===== src/rtl/feed_forward_layer_scheduler.sv =====
// feed_forward_layer_scheduler: time-shares one node datapath across a layer and writes results to RAM
module feed_forward_layer_scheduler #(
  parameter int DATA_WIDTH            = 32,
  parameter int ADDRESS_WIDTH         = 5,
  parameter int NUMBER_OF_OUTPUT_NODE = 4,
  parameter int TIMEOUT_CYCLES        = 64
) (
  input  logic                     clk,
  input  logic                     rst,
  input  logic                     i_valid,
  output logic                     o_ready,
  output logic                     o_node_valid,
  output logic [ADDRESS_WIDTH-1:0] o_node_address,
  input  logic [DATA_WIDTH-1:0]    i_node_data,
  input  logic                     i_node_valid,
  output logic                     o_write,
  output logic [ADDRESS_WIDTH-1:0] o_address,
  output logic [DATA_WIDTH-1:0]    o_data,
  output logic                     o_valid,
  output logic                     o_error
);
  typedef enum logic [2:0] {IDLE, ISSUE, WAIT, WRITE, DONE, ERROR} state_t;
  localparam logic [ADDRESS_WIDTH-1:0] LAST  = ADDRESS_WIDTH'(NUMBER_OF_OUTPUT_NODE - 1);
  localparam logic [15:0]              TLAST = 16'(TIMEOUT_CYCLES - 1);
  state_t                   state, state_n;
  logic [ADDRESS_WIDTH-1:0] cnt, cnt_n, addr_q, addr_n;
  logic [DATA_WIDTH-1:0]    data_q, data_n;
  logic [15:0]              timer, timer_n;
  always_ff @(posedge clk or posedge rst)
    if (rst) begin
      state  <= IDLE;
      cnt    <= '0;
      timer  <= '0;
      addr_q <= '0;
      data_q <= '0;
    end else begin
      state  <= state_n;
      cnt    <= cnt_n;
      timer  <= timer_n;
      addr_q <= addr_n;
      data_q <= data_n;
    end
  // Result and write address are captured together so the RAM port holds them between writes
  always_comb begin
    state_n = state;
    cnt_n   = cnt;
    timer_n = timer;
    addr_n  = addr_q;
    data_n  = data_q;
    case (state)
      IDLE: if (i_valid) begin
        cnt_n   = '0;
        state_n = ISSUE;
      end
      ISSUE: begin
        timer_n = '0;
        state_n = WAIT;
      end
      WAIT: if (i_node_valid) begin
        data_n  = i_node_data;
        addr_n  = cnt;
        state_n = WRITE;
      end else begin
        timer_n = timer + 16'd1;
        state_n = timer == TLAST ? ERROR : WAIT;
      end
      WRITE: begin
        cnt_n   = cnt == LAST ? cnt : cnt + 1'b1;
        state_n = cnt == LAST ? DONE : ISSUE;
      end
      DONE:    state_n = IDLE;
      ERROR:   state_n = ERROR;
      default: state_n = IDLE;
    endcase
  end
  assign o_ready        = state == IDLE;
  assign o_node_valid   = state == ISSUE;
  assign o_write        = state == WRITE;
  assign o_valid        = state == DONE;
  assign o_error        = state == ERROR;
  assign o_node_address = cnt;
  assign o_address      = addr_q;
  assign o_data         = data_q;
endmodule


===== config.mk =====
export PLATFORM = sky130hd
export DESIGN_NAME = feed_forward_layer_scheduler
export DESIGN_NICKNAME = d
export VERILOG_FILES = /design/src/rtl/feed_forward_layer_scheduler.sv
export SDC_FILE = /design/constraint.sdc
export NUM_CORES = 1
export LEC_CHECK = 0
export ABC_CLOCK_PERIOD_IN_PS = 2330
export CORE_ASPECT_RATIO = 0.9
export CORE_UTILIZATION = 47
export DETAILED_ROUTE_END_ITERATION = 10
export GPL_TIMING_DRIVEN = 0
export PLACE_DENSITY = 0.8
export SETUP_SLACK_MARGIN = 0.2
export SYNTH_ARGS = -nofsm -noshare
export SYNTH_HDL_FRONTEND = slang
export SYNTH_SLANG_ARGS = --single-unit

===== constraint.sdc =====
create_clock -name clk -period 2.33 [get_ports clk]
set_clock_uncertainty 0.05 [all_clocks]
set_input_delay 0.466 -clock clk [delete_from_list [all_inputs] [get_ports clk]]
set_output_delay 0.466 -clock clk [all_outputs]
set_load 0.01 [all_outputs]

Word-level counts from Yosys, hierarchy flattened. Index checks and enable logic that the tools add are counted.

Add/sub/neg operators: 2. Equality and inequality tests: 10. Muxes and demuxes: 10. Reduce and logical (&&, ||, !) cells: 6.

Operators with widths (number): $pmux 16 s2 (1); $add 16x1->16 const B (1); $eq 16x6->1 const B (1); $mux 16 (1); $pmux 3 s5 (1); $mux 3 (4); $mux 5 (2); $pmux 5 s2 (1); $eq 3x2->1 const B (2); $eq 3x3->1 const B (2); $ne 2x2->1 const B (3); $add 5x1->5 const B (1); $eq 5x2->1 const B (1); $reduce_and 2->1 (2); $reduce_bool 2->1 (2); $eq 3x1->1 const B (1); $logic_not 3->1 (1); $reduce_and 3->1 (1).

Register bits after elaboration: 61. Input bits: 36. Output and inout port bits: 47. Word-level logic and storage cells: 33.

Depth between registers and ports, before layout. Gate-level depths: netlist of the first run.

Depth in word-level cells: 4. Gate-level depth with buffers: 6. Depth with buffers taken out: 5.

Worst setup path before layout of the first run. No wires, ideal clock.

Kind: reg2reg. From: register state[2]. To: register timer[12]. Library setup time: 77 ps. Arrival: 1674 ps. Data required time: 2203 ps. Slack: 528 ps. Cell stages (with the launch flop): 7. Buffers on the path: 2. Clock period less this slack: 1802 ps. Path through: dfrtp_1 buf_4 nor4b_4 buf_6 o2111ai_2 or3_1 a21oi_1.

Word-level cells in the longest chain between the ends: 3. Elaborated cells between the ends (all ways): 6. Classes of those cells: 3 x eq/ne; 1 x mux; 2 x reduce/logical.

Ends and longest elaborated chain: from (decl) (line 25) `state_t state, state_n;`; from (signal assigned) (line 37) `state <= state_n;`; $eq 3x2->1 or $eq 3x1->1 (tied branches) (line 50) `case (state)`; $ne 2x2->1 (no source line) or $reduce_bool 2->1 (tied branches); $reduce_and 2->1 (no source line); to (signal assigned) (line 39) `timer <= timer_n;`; to (decl) (line 28) `logic [15:0] timer, timer_n;`.

Several ways; a longest one is shown, not always the timed one. A chain may end at the register's enable or synchronous reset.

Worst setup path in the final report of the first run.
From: register state[1]. To: register timer[15].

The elaborated chain is that of the path after synthesis.

==> results, run 1 <==
- Setup repair after global routing could not meet its margin everywhere.
- The post-synthesis instance area is 0.00272 mm².
- In this run the remaining antenna-violating nets after routing total 0.
- The post-route fraction of the period consumed by the critical path is 88.8%.
- Entering global routing, the biggest net connects 39 pins.
- Counting cells, the worst reg-to-reg path comes to 7.
- The headroom to the max-slew limit is 64.9%.
- The clock tree from TritonCTS is built.
- Pin placement for this block handled slightly above 80 I/O pins.
- The die area is just over 0.006 mm².
- Max-cap violations in this run came to 0.
- The H-tree was split into 3 levels.
- The clock passes through at most 2 buffers.
- The total wire length after detailed routing is 5840 µm.
- The most instantiated flip-flop cell in the synthesis netlist is sky130_fd_sc_hd__dfrtp_1.
- At the worst endpoint, the arrival time is 2.28 ns.
- The kind of start point of the critical path is a flip-flop.
- The floorplan step set the die width to 82.1 µm.
- In this run, distinct cell masters in the synthesized netlist total 40.
- The number of nets handed over by synthesis was 249.
- Relative to the synthesized area, the layout overhead comes to 43.8%.
- During synthesis, Yosys emitted a total of 0 warnings.
- The time the final worst path needs with I/O delays and setup is just over 2 ns.
- The number of antenna diodes in the final layout is 0.
- The number of setup violations in the final report is 0.
- Global routing used 32.8% of the available met2 tracks.
- For this design the static power due to leakage is 1.70 nW.
- The post-route netlist has roughly 16% of its cells at a drive strength greater than 1.
- Including well taps, the total number of placed cells is around 360.
- The run finished with clean final reports.
- The number of global-route vias before repair is 1982.
- The path class of the tightest hold or removal check is in2async.
- The via density per instance is about 5.4.
- In this run the worst path has a maximum fanout of 10.
- At the pin with the least slew margin, the transition time is 0.522 ns.
- The initial cell density of the core is 50.2%.
- The first-iteration detailed-routing DRC count is 98.
- The number of cell rows is 25.
- The number of hold buffers added after CTS was 0.
- The power per unit of standard cell area is 1170 mW/mm².
- The max-slew violation count is 0.
- The first global-routing pass estimated a little over 9000 µm of wire.
- Counting every sink on the clock net gives 61.
- The die is 74.1 µm tall.
- Counting flops and latches in the post-synthesis netlist gives 61.
- The residual DRC count is 0.
- The net count of the finished layout is 348.
- The end of the worst register-to-register path is timer[15].
- The share of the Yosys chip area taken by registers is 56.2%.
- The number of enable-type register cells in the synthesized netlist is 0.
- The launching point of the worst reg2reg path is state[1].
- After clock tree synthesis, the clock-pin slew on the worst setup and hold paths is 0.07 ns.
- The worst supply voltage drop on vdd is 0.791 mV.
- The number of standard cells after synthesis is about 210.
- The core region is 0.00541 mm².
- The finished layout holds around 380 standard cells, fillers aside.
- The count of buffers added on input and output ports is a little over 80.
- The share of flip-flops with an asynchronous set or reset after synthesis is between 90% and 100%.
- Derived from the worst setup path, the maximum achievable clock frequency is approximately 480 MHz.
- The worst-case register-to-register setup slack is 0.26 ns.
- The per-instance average area after synthesis is 12.9 µm².
- The half-perimeter wire length of the detailed placement result is 4070 µm.
- For the final routed database, the setup TNS stands at 0 ns.
- The count of final hold-check violations was 0.
- The layer flagged by global routing as most heavily used is met2.
- STA classifies the critical path endpoint as a flip-flop.
- The critical path in this run is classified as reg2reg.
- The number of antenna violations at the first check in global routing is 0.
- The global-route congestion overflow total is 0.
- The number of buffers added by the clock tree synthesis step is 9.
- In the final routed layout, each cell accounts on average for 15.3 µm.
- Global routing consumed, on the met1 layer, about 26% of the routing resources.
- In this run the clock root is driven by a sky130_fd_sc_hd__clkbuf_8.
- For the worst setup path, the data required time is 2.54 ns.
- The routability-driven placement congestion ratio is 0.726.
- The global routing met3 resource utilization is 9.82%.
- The first detailed-routing pass took 4 iterations.
- The detailed router placed roughly 2000 vias in this run.
- The combined global-route utilization of all metal layers is 20.9%.
- At the later pin of the worst-skew pair, clock insertion delay measures roughly 0.33 ns.
==> worst max-delay path by stage <==
stage,start,end,slack [ns]
floorplan,rst,o_address[0],0.30
global placement,rst,o_data[0],-0.81
detailed placement,state[1],o_node_valid,-0.21
CTS,state[1],o_node_valid,0.01
global route,state[1],timer[15],0.17
finish,state[1],timer[15],0.26
==> power breakdown <==
group          leakage (nW)  internal, mW  switching, mW
Clock                 0.112         0.620          0.397
Combinational         0.815          1.13          0.797
Sequential            0.774          1.43          0.197
Total                  1.70          3.18           1.39
==> logic make-up after synthesis <==
group	Yosys count	synth area share (%)
simple gates	58	13.5
mux	40	16.6
compound gates	26	6.82
flops	61	56.2
fa+ha+maj	2	0.922
xor+xnor	10	3.23
buf+inv	14	2.76
==> repair_timing <==
item,in CTS,in global routing
endpoints found under the setup margin,35,4
gates resized for setup,9,2
cloned,0,0
buffers inserted,4,1
pin swaps,2,2
==> cells in the mapped netlist (4+ instances only) <==
| master | number | share of area, % |
|---|---|---|
| sky130_fd_sc_hd__mux2_1 | 26 | 11 |
| sky130_fd_sc_hd__and2_1 | 5 | 1.2 |
| sky130_fd_sc_hd__nand3_1 | 6 | 1.1 |
| sky130_fd_sc_hd__xor2_1 | 10 | 3.2 |
| sky130_fd_sc_hd__o21ai_0 | 8 | 1.5 |
| sky130_fd_sc_hd__or3_1 | 6 | 1.4 |
| sky130_fd_sc_hd__nor2_1 | 13 | 1.8 |
| sky130_fd_sc_hd__nand4_1 | 6 | 1.4 |
| sky130_fd_sc_hd__inv_1 | 5 | 0.69 |
| sky130_fd_sc_hd__a21oi_1 | 9 | 1.7 |
| sky130_fd_sc_hd__dfrtp_1 | 61 | 56 |
| sky130_fd_sc_hd__nand2_1 | 4 | 0.55 |
| sky130_fd_sc_hd__mux2_2 | 14 | 5.8 |
==> state kept, by name (all words and copies together) (netlist names) <==
register        cells
o_node_address      5
o_address           5
state               3
timer              16
o_data             32
==> stage by stage <==
step	worst slack (ns)	utilization (%)	hold WS [ns]	instance area (µm²)	power [mW]
3_5_place_dp	-0.209	67.3	0.424	3640	3.52
4_1_cts	0.0137	71.9	0.438	3890	4.61
3_3_place_gp	-0.806	66.9	0.416	3620	3.46
2_1_floorplan	0.301	-	0.448	2720	2.54
6_report	0.261	72.1	0.436	3900	4.57
5_1_grt	0.173	72.1	0.456	3900	4.83
==> critical path, cell delays in order, from the launching register on <==
cell and delay [ns]:
sky130_fd_sc_hd__dfrtp_1 0.36, sky130_fd_sc_hd__buf_4 0.17, sky130_fd_sc_hd__nor3b_4 0.26, sky130_fd_sc_hd__buf_4 0.15, sky130_fd_sc_hd__buf_4 0.16, sky130_fd_sc_hd__o2111ai_4 0.18
sky130_fd_sc_hd__or4_1 0.51, sky130_fd_sc_hd__a21oi_1 0.16
==> cell usage in the layout (no fill, tap or decap), types with 2 or more instances in the layout <==
master,count
sky130_fd_sc_hd__a21oi_1,9
sky130_fd_sc_hd__and2_1,5
sky130_fd_sc_hd__and4_1,2
sky130_fd_sc_hd__buf_2,3
sky130_fd_sc_hd__buf_4,7
sky130_fd_sc_hd__buf_6,2
sky130_fd_sc_hd__bufinv_16,2
sky130_fd_sc_hd__clkbuf_8,11
sky130_fd_sc_hd__clkdlybuf4s50_1,77
sky130_fd_sc_hd__clkinv_2,3
sky130_fd_sc_hd__dfrtp_1,61
sky130_fd_sc_hd__dlygate4sd2_1,3
sky130_fd_sc_hd__ha_1,2
sky130_fd_sc_hd__inv_1,4
sky130_fd_sc_hd__mux2_1,26
sky130_fd_sc_hd__mux2_2,14
sky130_fd_sc_hd__nand2_1,4
sky130_fd_sc_hd__nand3_1,6
sky130_fd_sc_hd__nand4_1,6
sky130_fd_sc_hd__nor2_1,13
sky130_fd_sc_hd__nor2b_1,2
sky130_fd_sc_hd__nor3_1,2
sky130_fd_sc_hd__o21ai_0,8
sky130_fd_sc_hd__o31ai_1,2
sky130_fd_sc_hd__or3_1,6
sky130_fd_sc_hd__or4_1,2
sky130_fd_sc_hd__xor2_1,10
==> routing by layer <==
layer	up-vias	routed length [µm]
met5	-	0
met4	0	74
met3	7	396
met2	61	2920
met1	1021	2440
li1	956	-
==> final cells by class <==
class	count	area, µm²
fillers	393	1510
clock inverters	5	75.1
repair buffers	88	877
flip-flops and latches	61	1530
plain buffers	9	71.3
multi-input cells	136	1110
clock buffers	10	138
inverters	5	18.8
well taps	67	83.8
No activity file was read; power rests on OpenSTA's default activity.
==> run 2, diff against run 1 <==
GPL_ROUTABILITY_DRIVEN = 1   (was not set)
==> results of run 2 <==
Final layout, timing and power as in run 1 (identical DEF).
